**config.mk**
```make
export PLATFORM = sky130hd
export DESIGN_NAME = pio_out_multi_flat
export DESIGN_NICKNAME = d
export VERILOG_FILES = /design/src/rtl/pio_out_multi_if.sv /design/src/rtl/pio_out_multi.sv /design/src/flat_wrapper.sv
export SDC_FILE = /design/constraint.sdc
export NUM_CORES = 1
export LEC_CHECK = 0
export ABC_AREA = 1
export BUFFER_PORTS_ARGS = -buffer_cell sky130_fd_sc_hd__buf_2
export CORE_UTILIZATION = 54
export CTS_CLUSTER_DIAMETER = 120
export DETAILED_ROUTE_END_ITERATION = 12
export PLACE_DENSITY = 0.76
export SETUP_SLACK_MARGIN = 0.5
export SLEW_MARGIN = 25
export SYNTH_ARGS = -nofsm -noshare
export SYNTH_HDL_FRONTEND = slang
export SYNTH_SLANG_ARGS = --single-unit
```
**constraint.sdc**
```tcl
create_clock -name clk -period 1.6 [get_ports clk]
set_clock_uncertainty 0.05 [all_clocks]
set_input_delay 0.4 -clock clk [delete_from_list [all_inputs] [get_ports clk]]
set_output_delay 0.4 -clock clk [all_outputs]
set_load 0.005 [all_outputs]
```
**src/rtl/pio_out_multi_if.sv**
```systemverilog
// Avalon-MM slave bus bundle for pio_out_multi.
//   address    : register select (0 DATA, 1 MODE, 2 SET, 3 CLEAR)
//   chipselect : slave select
//   write_n    : active-low write strobe
//   writedata  : write data, WIDTH bits
//   readdata   : read data, WIDTH bits, combinational from address
// Handshake: a write is accepted on every posedge clk where
// chipselect=1 and write_n=0; there is no waitrequest, so reads and
// writes always complete with zero wait states.
interface pio_out_multi_if #(
  parameter int WIDTH = 8
);
  logic [1:0]       address;
  logic             chipselect;
  logic             write_n;
  logic [WIDTH-1:0] writedata;
  logic [WIDTH-1:0] readdata;

  modport master (
    output address, chipselect, write_n, writedata,
    input  readdata
  );

  modport slave (
    input  address, chipselect, write_n, writedata,
    output readdata
  );
endinterface

```
**src/rtl/pio_out_multi.sv**
```systemverilog
// Multi-bit output port for the sell-machine system. Each bit is either a
// plain latch (level mode) or a self-clearing pulse of PULSE_CYCLES clocks
// (pulse mode). SET/CLEAR registers give atomic per-bit updates.
// Ports:
//   clk        : system clock
//   reset_n    : asynchronous active-low reset
//   bus        : Avalon-MM slave (see pio_out_multi_if)
//   out_port   : registered output lines
//   pulse_busy : bit=1 while that bit's pulse timer is running
module pio_out_multi #(
  parameter int          WIDTH        = 8,
  parameter int          PULSE_CYCLES = 50,
  parameter logic [31:0] RESET_VALUE  = 32'h0,
  parameter logic [31:0] RESET_MODE   = 32'h0
) (
  input  logic              clk,
  input  logic              reset_n,
  pio_out_multi_if.slave    bus,
  output logic [WIDTH-1:0]  out_port,
  output logic [WIDTH-1:0]  pulse_busy
);

  localparam int               CW       = $clog2(PULSE_CYCLES + 1);
  localparam logic [CW-1:0]    CNT_LOAD = CW'(PULSE_CYCLES);
  localparam logic [WIDTH-1:0] RST_OUT  = RESET_VALUE[WIDTH-1:0];
  localparam logic [WIDTH-1:0] RST_MODE = RESET_MODE[WIDTH-1:0];

  logic [WIDTH-1:0] mode;
  logic [CW-1:0]    cnt [WIDTH];

  logic             wr;
  logic             wr_mode;
  logic [WIDTH-1:0] nxt;
  logic [WIDTH-1:0] affect;

  assign wr      = bus.chipselect & ~bus.write_n;
  assign wr_mode = wr && (bus.address == 2'd1);

  // Requested next value and which bits the write actually touches.
  // DATA touches every bit; SET/CLEAR touch only bits written as 1.
  always_comb begin
    nxt    = out_port;
    affect = '0;
    if (wr) begin
      unique case (bus.address)
        2'd0: begin
          nxt    = bus.writedata;
          affect = '1;
        end
        2'd2: begin
          nxt    = out_port | bus.writedata;
          affect = bus.writedata;
        end
        2'd3: begin
          nxt    = out_port & ~bus.writedata;
          affect = bus.writedata;
        end
        default: begin
          nxt    = out_port;
          affect = '0;
        end
      endcase
    end
  end

  always_ff @(posedge clk or negedge reset_n) begin
    if (!reset_n) begin
      out_port <= RST_OUT;
      mode     <= RST_MODE;
      for (int i = 0; i < WIDTH; i++) cnt[i] <= '0;
    end else begin
      if (wr_mode) mode <= bus.writedata;
      for (int i = 0; i < WIDTH; i++) begin
        if (mode[i]) begin
          if (wr_mode && !bus.writedata[i]) begin
            // Leaving pulse mode: stop the timer, freeze the output as-is.
            cnt[i] <= '0;
          end else if (affect[i]) begin
            // A touching write beats expiry; a 1 always restarts the timer.
            if (nxt[i]) begin
              cnt[i]      <= CNT_LOAD;
              out_port[i] <= 1'b1;
            end else begin
              cnt[i]      <= '0;
              out_port[i] <= 1'b0;
            end
          end else if (cnt[i] == CW'(1)) begin
            cnt[i]      <= '0;
            out_port[i] <= 1'b0;
          end else if (cnt[i] != '0) begin
            cnt[i] <= cnt[i] - CW'(1);
          end
        end else begin
          out_port[i] <= nxt[i];
          cnt[i]      <= '0;
        end
      end
    end
  end

  always_comb begin
    for (int i = 0; i < WIDTH; i++) pulse_busy[i] = (cnt[i] != '0);
  end

  always_comb begin
    unique case (bus.address)
      2'd0:    bus.readdata = out_port;
      2'd1:    bus.readdata = mode;
      2'd2:    bus.readdata = pulse_busy;
      default: bus.readdata = '0;
    endcase
  end

endmodule

```
**src/flat_wrapper.sv**
```systemverilog
// flat-port wrapper written by rule: the top's interface ports become plain ports
module pio_out_multi_flat 
#(
  parameter int          WIDTH        = 8,
  parameter int          PULSE_CYCLES = 50,
  parameter logic [31:0] RESET_VALUE  = 32'h0,
  parameter logic [31:0] RESET_MODE   = 32'h0
)
  (clk, reset_n, out_port, pulse_busy, bus_address, bus_chipselect, bus_write_n, bus_writedata, bus_readdata);
  pio_out_multi_if #(.WIDTH(WIDTH)) bus_i ();
  input  logic clk;
  input  logic reset_n;
  output logic [WIDTH-1:0] out_port;
  output logic [WIDTH-1:0] pulse_busy;
  input wire logic [$bits(bus_i.address)-1:0] bus_address;
  input wire logic [$bits(bus_i.chipselect)-1:0] bus_chipselect;
  input wire logic [$bits(bus_i.write_n)-1:0] bus_write_n;
  input wire logic [$bits(bus_i.writedata)-1:0] bus_writedata;
  output wire logic [$bits(bus_i.readdata)-1:0] bus_readdata;
  assign bus_i.address = bus_address;
  assign bus_i.chipselect = bus_chipselect;
  assign bus_i.write_n = bus_write_n;
  assign bus_i.writedata = bus_writedata;
  assign bus_readdata = bus_i.readdata;
  pio_out_multi #(.WIDTH(WIDTH), .PULSE_CYCLES(PULSE_CYCLES), .RESET_VALUE(RESET_VALUE), .RESET_MODE(RESET_MODE)) u_core (.clk(clk), .reset_n(reset_n), .bus(bus_i), .out_port(out_port), .pulse_busy(pulse_busy));
endmodule
```
==> results.rst <==
.. list-table::
   :header-rows: 1

   * - Metric
     - Value
   * - Largest vdd supply drop
     - 1310 uV
   * - Crit path buf inv count
     - 2
   * - Clock tree root buffer cell
     - sky130_fd_sc_hd__clkbuf_8
   * - Achievable clock frequency
     - 499 MHz
   * - Most common flop cell mapped by yosys
     - sky130_fd_sc_hd__dfrtp_1
   * - Net switching power figure
     - 0.00632 W
   * - Ordered list of cells on the worst path
     - inv_2 -> ha_4 -> nand3_4 -> a22oi_2 -> nand2_1 -> buf_2
   * - Register cell area after layout
     - 0.00161 mm^2
   * - Switching Share
     - 46.3%
   * - Sequential-to-total area share from yosys stat
     - 37.6%
   * - Standard cell core area
     - 0.00769 mm^2
   * - Total number of yosys warnings
     - 0
   * - Worst Setup End Kind
     - primary output
   * - Setup WS post-layout
     - -0.403 ns
   * - Number of global-route vias before repair
     - 4,643
   * - PwrDens
     - 1940 mW/mm^2
   * - DP HPWL
     - 7.79 mm
   * - Starting density of the core
     - 55.5%
   * - Nets
     - 757
   * - Reg clk slew, reported paths
     - 0.08 ns
   * - Wirelength per Cell
     - 21.3 um
   * - Cell count along the critical path
     - 6
   * - Critical path class
     - reg2out
   * - Layout overhead on the synthesized area
     - 65.3%
   * - Post-synthesis xor/xnor area fraction
     - 2.67%
   * - Synth Net Count
     - 576
   * - Ant. Diodes
     - 0
   * - Area share of the largest cell type after synthesis
     - 37.6%
   * - Critical path arrival
     - 1.55 ns
   * - Maximum cell stage delay along the critical path
     - 0.39 ns
   * - Quantity of I/O buffers inserted on ports
     - 37
   * - Total length of routed wires
     - 17.7 mm
   * - Number of antenna-violating nets in the routed design
     - 0
   * - Clock tree from TritonCTS
     - yes
   * - Critical Path Fanout Max
     - 2
   * - Worst setup slack for register-to-register paths
     - -0.02 ns
   * - Worst path slowest cell
     - sky130_fd_sc_hd__dfrtp_1
   * - Max_slew headroom
     - 75.8%
   * - Share of the cycle needed by the critical path after routing
     - 125%
   * - Multiplexer share of the synthesized area
     - 0%
   * - Leading post-synthesis cells by cell area
     - sky130_fd_sc_hd__dfrtp_1 (38%), sky130_fd_sc_hd__nand2_1 (9.1%), sky130_fd_sc_hd__nand3_1 (6.5%), sky130_fd_sc_hd__inv_1 (6.3%), sky130_fd_sc_hd__nor2_1 (6.0%)
   * - Standard-cell rows
     - 32
   * - Internal Pwr Total
     - 0.00733 W
   * - H-tree depth reported by CTS
     - 3
   * - Die Footprint
     - 0.00825 mm^2
   * - Post-synth EDFFs
     - 0
   * - Number of distinct standard cells referenced by the synthesized netlist
     - 38
   * - Fin Hold WS
     - -0.0112 ns
   * - Post-synth top cells
     - sky130_fd_sc_hd__nand2_1 (103), sky130_fd_sc_hd__inv_1 (72), sky130_fd_sc_hd__nor2_1 (68)
   * - Total CTS buffers
     - 9
   * - Clock network fraction of design power
     - 9.8%
   * - Clk_lat worst skew
     - 0.37 ns
   * - Instance area at placement
     - 0.00526 mm^2
   * - Multi-input logic area
     - 0.00334 mm^2
   * - Share of power burned in registers
     - 20.1%
   * - Fraction of layout instances using a drive strength above 1
     - 56.2%
   * - Clock Sink Count
     - 64
   * - Outcome
     - complete, but fails checks
   * - Simple-gate portion of the synthesized area
     - 35.8%
   * - Number of vias per cell
     - 6.14
   * - Maxcap violations
     - 0
   * - Failing checks
     - hold timing, setup timing
   * - Dominant cell type by area after synthesis
     - sky130_fd_sc_hd__dfrtp_1
   * - Register bit total from synthesis
     - 64
   * - Area of the mapped netlist
     - 0.00426 mm^2
   * - Synth Area in Adders
     - 4.99%
   * - Placed Cells incl. Taps
     - 727
   * - Hold WC Path Type
     - in2async
   * - Async S/R FF share, synth
     - 100%
   * - Measured slew at the worst slew-check pin
     - 0.363 ns
   * - Number of cell instances on the worst register-to-register path
     - 9
   * - Gate family responsible for the most delay along the worst path
     - flip-flops
   * - Largest family of logic cells by synthesized area
     - simple AND/OR/NAND/NOR gates
   * - Per-instance average area after synthesis
     - 7.82 um^2
   * - Clock buffer depth
     - 2
   * - Iteration-0 DRC Markers
     - 517
   * - Global-route congestion overflow total
     - 0
   * - Required time reported for the critical path endpoint
     - 1.15 ns
   * - IO Pins
     - 38
   * - Die outline width
     - 90.9 um
   * - TritonRoute pass-1 iters
     - 5
   * - Most repeated cell in the gate-level netlist after synthesis
     - sky130_fd_sc_hd__nand2_1
   * - Aggregate global-route resource usage
     - 32.2%
   * - Unrepaired setup endpoints after global routing
     - yes
   * - Final critical-path required period
     - 2.00 ns
   * - Weighted congestion reported at the end of routability-driven placement
     - 0.828
   * - Proportion of power drawn by combinational gates
     - 70.1%
   * - Maximum number of pins on one net before global-route repair
     - 65
   * - Hold Violations, Final
     - 5
   * - Final standard cell count with taps included and fillers excluded
     - 831
   * - Final-layout fill cell count
     - 274
   * - Setup TNS
     - -4.58 ns
   * - Number of antenna violations at the first check in global routing
     - 0
   * - Cells after synthesis
     - 545
   * - Crit start category
     - register
   * - Compound-gate portion of the synthesized area
     - 10.9%
   * - Final setup violation count
     - 17
   * - Summed area of non-filler cells in the final layout
     - 0.00705 mm^2
   * - Pins over their slew limit
     - 0
   * - Global-route wire length before repair
     - 21.0 mm
   * - Post-route DRC
     - 0
   * - Leakage power summed over all cells
     - 3.32 nW
   * - Vias
     - 5,101
   * - Die extent in y
     - 90.9 um
## worst register-to-register path, delay by kind of cell, from the launching register on
family,cells,cell delay [ns]
buffers and inverters,5,0.62
flip-flops,1,0.43
AND/OR/NAND/NOR,2,0.20
adder cells (fa/ha/maj),1,0.16
AO/OA/AOI/OAI,1,0.08
## what timing repair did
item | in CTS | in global routing
endpoints found under the setup margin | 88 | 88
buffers inserted | 48 | 42
pin swaps | 68 | 45
cloned | 0 | 0
resized for setup | 135 | 88
hold buffers | 0 | 0
## cell families (layout without fill, tap and decap cells)
logic type | after synthesis | after routing
and+or+nand+nor | 290 | 290
buffers and inverters | 83 | 267
AOI/OAI and AO/OA | 78 | 78
DFF | 64 | 64
adders and majority gates | 17 | 17
xor gates and xnor gates | 13 | 13
## metrics by stage
step                      worst slack, ns  power, W  utilization, %
after floorplan                     0.175   0.00627               -
after global placement             -0.102   0.00768            68.5
after detailed placement           -0.112   0.00789            68.5
after CTS                          -0.256    0.0111            82.8
after global routing               -0.431    0.0142            91.7
final                              -0.403    0.0136            91.7
## state kept, by name, summed over array words and instances, names as in the netlist
signal and count:
u_core.mode 8, u_core.cnt 48, u_core.out_port 8
## routing by layer
metal / wire, um / GRT usage [%] / part of all wire (%) / vias up
met5: 0 / 0 / 0 / -
met3: 1380 / 5.39 / 7.8 / 119
li1: - / - / - / 2145
met1: 6360 / 36.6 / 36 / 2486
met2: 8880 / 58.3 / 50 / 351
met4: 1080 / 15.6 / 6.1 / 0
## cell usage in the layout (no fill, tap or decap), types with 6 or more instances in the layout
master / instances
sky130_fd_sc_hd__a21oi_1: 18
sky130_fd_sc_hd__a21oi_2: 18
sky130_fd_sc_hd__a22oi_2: 7
sky130_fd_sc_hd__buf_2: 28
sky130_fd_sc_hd__buf_4: 92
sky130_fd_sc_hd__buf_6: 47
sky130_fd_sc_hd__clkbuf_8: 12
sky130_fd_sc_hd__dfrtp_1: 60
sky130_fd_sc_hd__ha_4: 16
sky130_fd_sc_hd__inv_1: 43
sky130_fd_sc_hd__inv_2: 29
sky130_fd_sc_hd__nand2_1: 82
sky130_fd_sc_hd__nand2_2: 22
sky130_fd_sc_hd__nand2_4: 18
sky130_fd_sc_hd__nand3_1: 30
sky130_fd_sc_hd__nand3_2: 11
sky130_fd_sc_hd__nand3_4: 24
sky130_fd_sc_hd__nand4_1: 6
sky130_fd_sc_hd__nor2_1: 42
sky130_fd_sc_hd__nor2_2: 9
sky130_fd_sc_hd__nor2_4: 25
sky130_fd_sc_hd__nor3_2: 7
sky130_fd_sc_hd__o211ai_1: 6
sky130_fd_sc_hd__o21ai_1: 6
sky130_fd_sc_hd__o21ai_2: 8
sky130_fd_sc_hd__o21ai_4: 6
sky130_fd_sc_hd__xor2_1: 8
## area by class of cell
class / instances / area share [%]
Multi-Input combinational cell: 398 / 47.3
Sequential cell: 64 / 22.8
Timing Repair Buffer: 173 / 20.9
Inverter: 80 / 4.74
Clock buffer: 14 / 2.45
Tap cell: 102 / 1.81
## power by group through the flow
stage	logic, W	clock network [W]	registers [W]
3_5_place_dp	0.00528	0	0.00261
3_3_place_gp	0.00509	0	0.00260
6_report	0.00957	0.00133	0.00275
2_1_floorplan	0.00372	0	0.00254
5_1_grt	0.0100	0.00137	0.00278
4_1_cts	0.00720	0.00129	0.00264
## path summary, 6_finish.rpt
check | startpoint | end
min in group clk | bus_writedata[4] | u_core.out_port[4]
worst max register to register | u_core.cnt[12] | u_core.cnt[13]
worst min register to register | u_core.cnt[19] | u_core.cnt[19]
worst max-delay path | u_core.cnt[30] | bus_readdata[2]
worst min-delay path | reset_n | u_core.cnt[39]
max in group asynchronous | reset_n | u_core.cnt[22]
No activity file was read; power rests on OpenSTA's default activity.
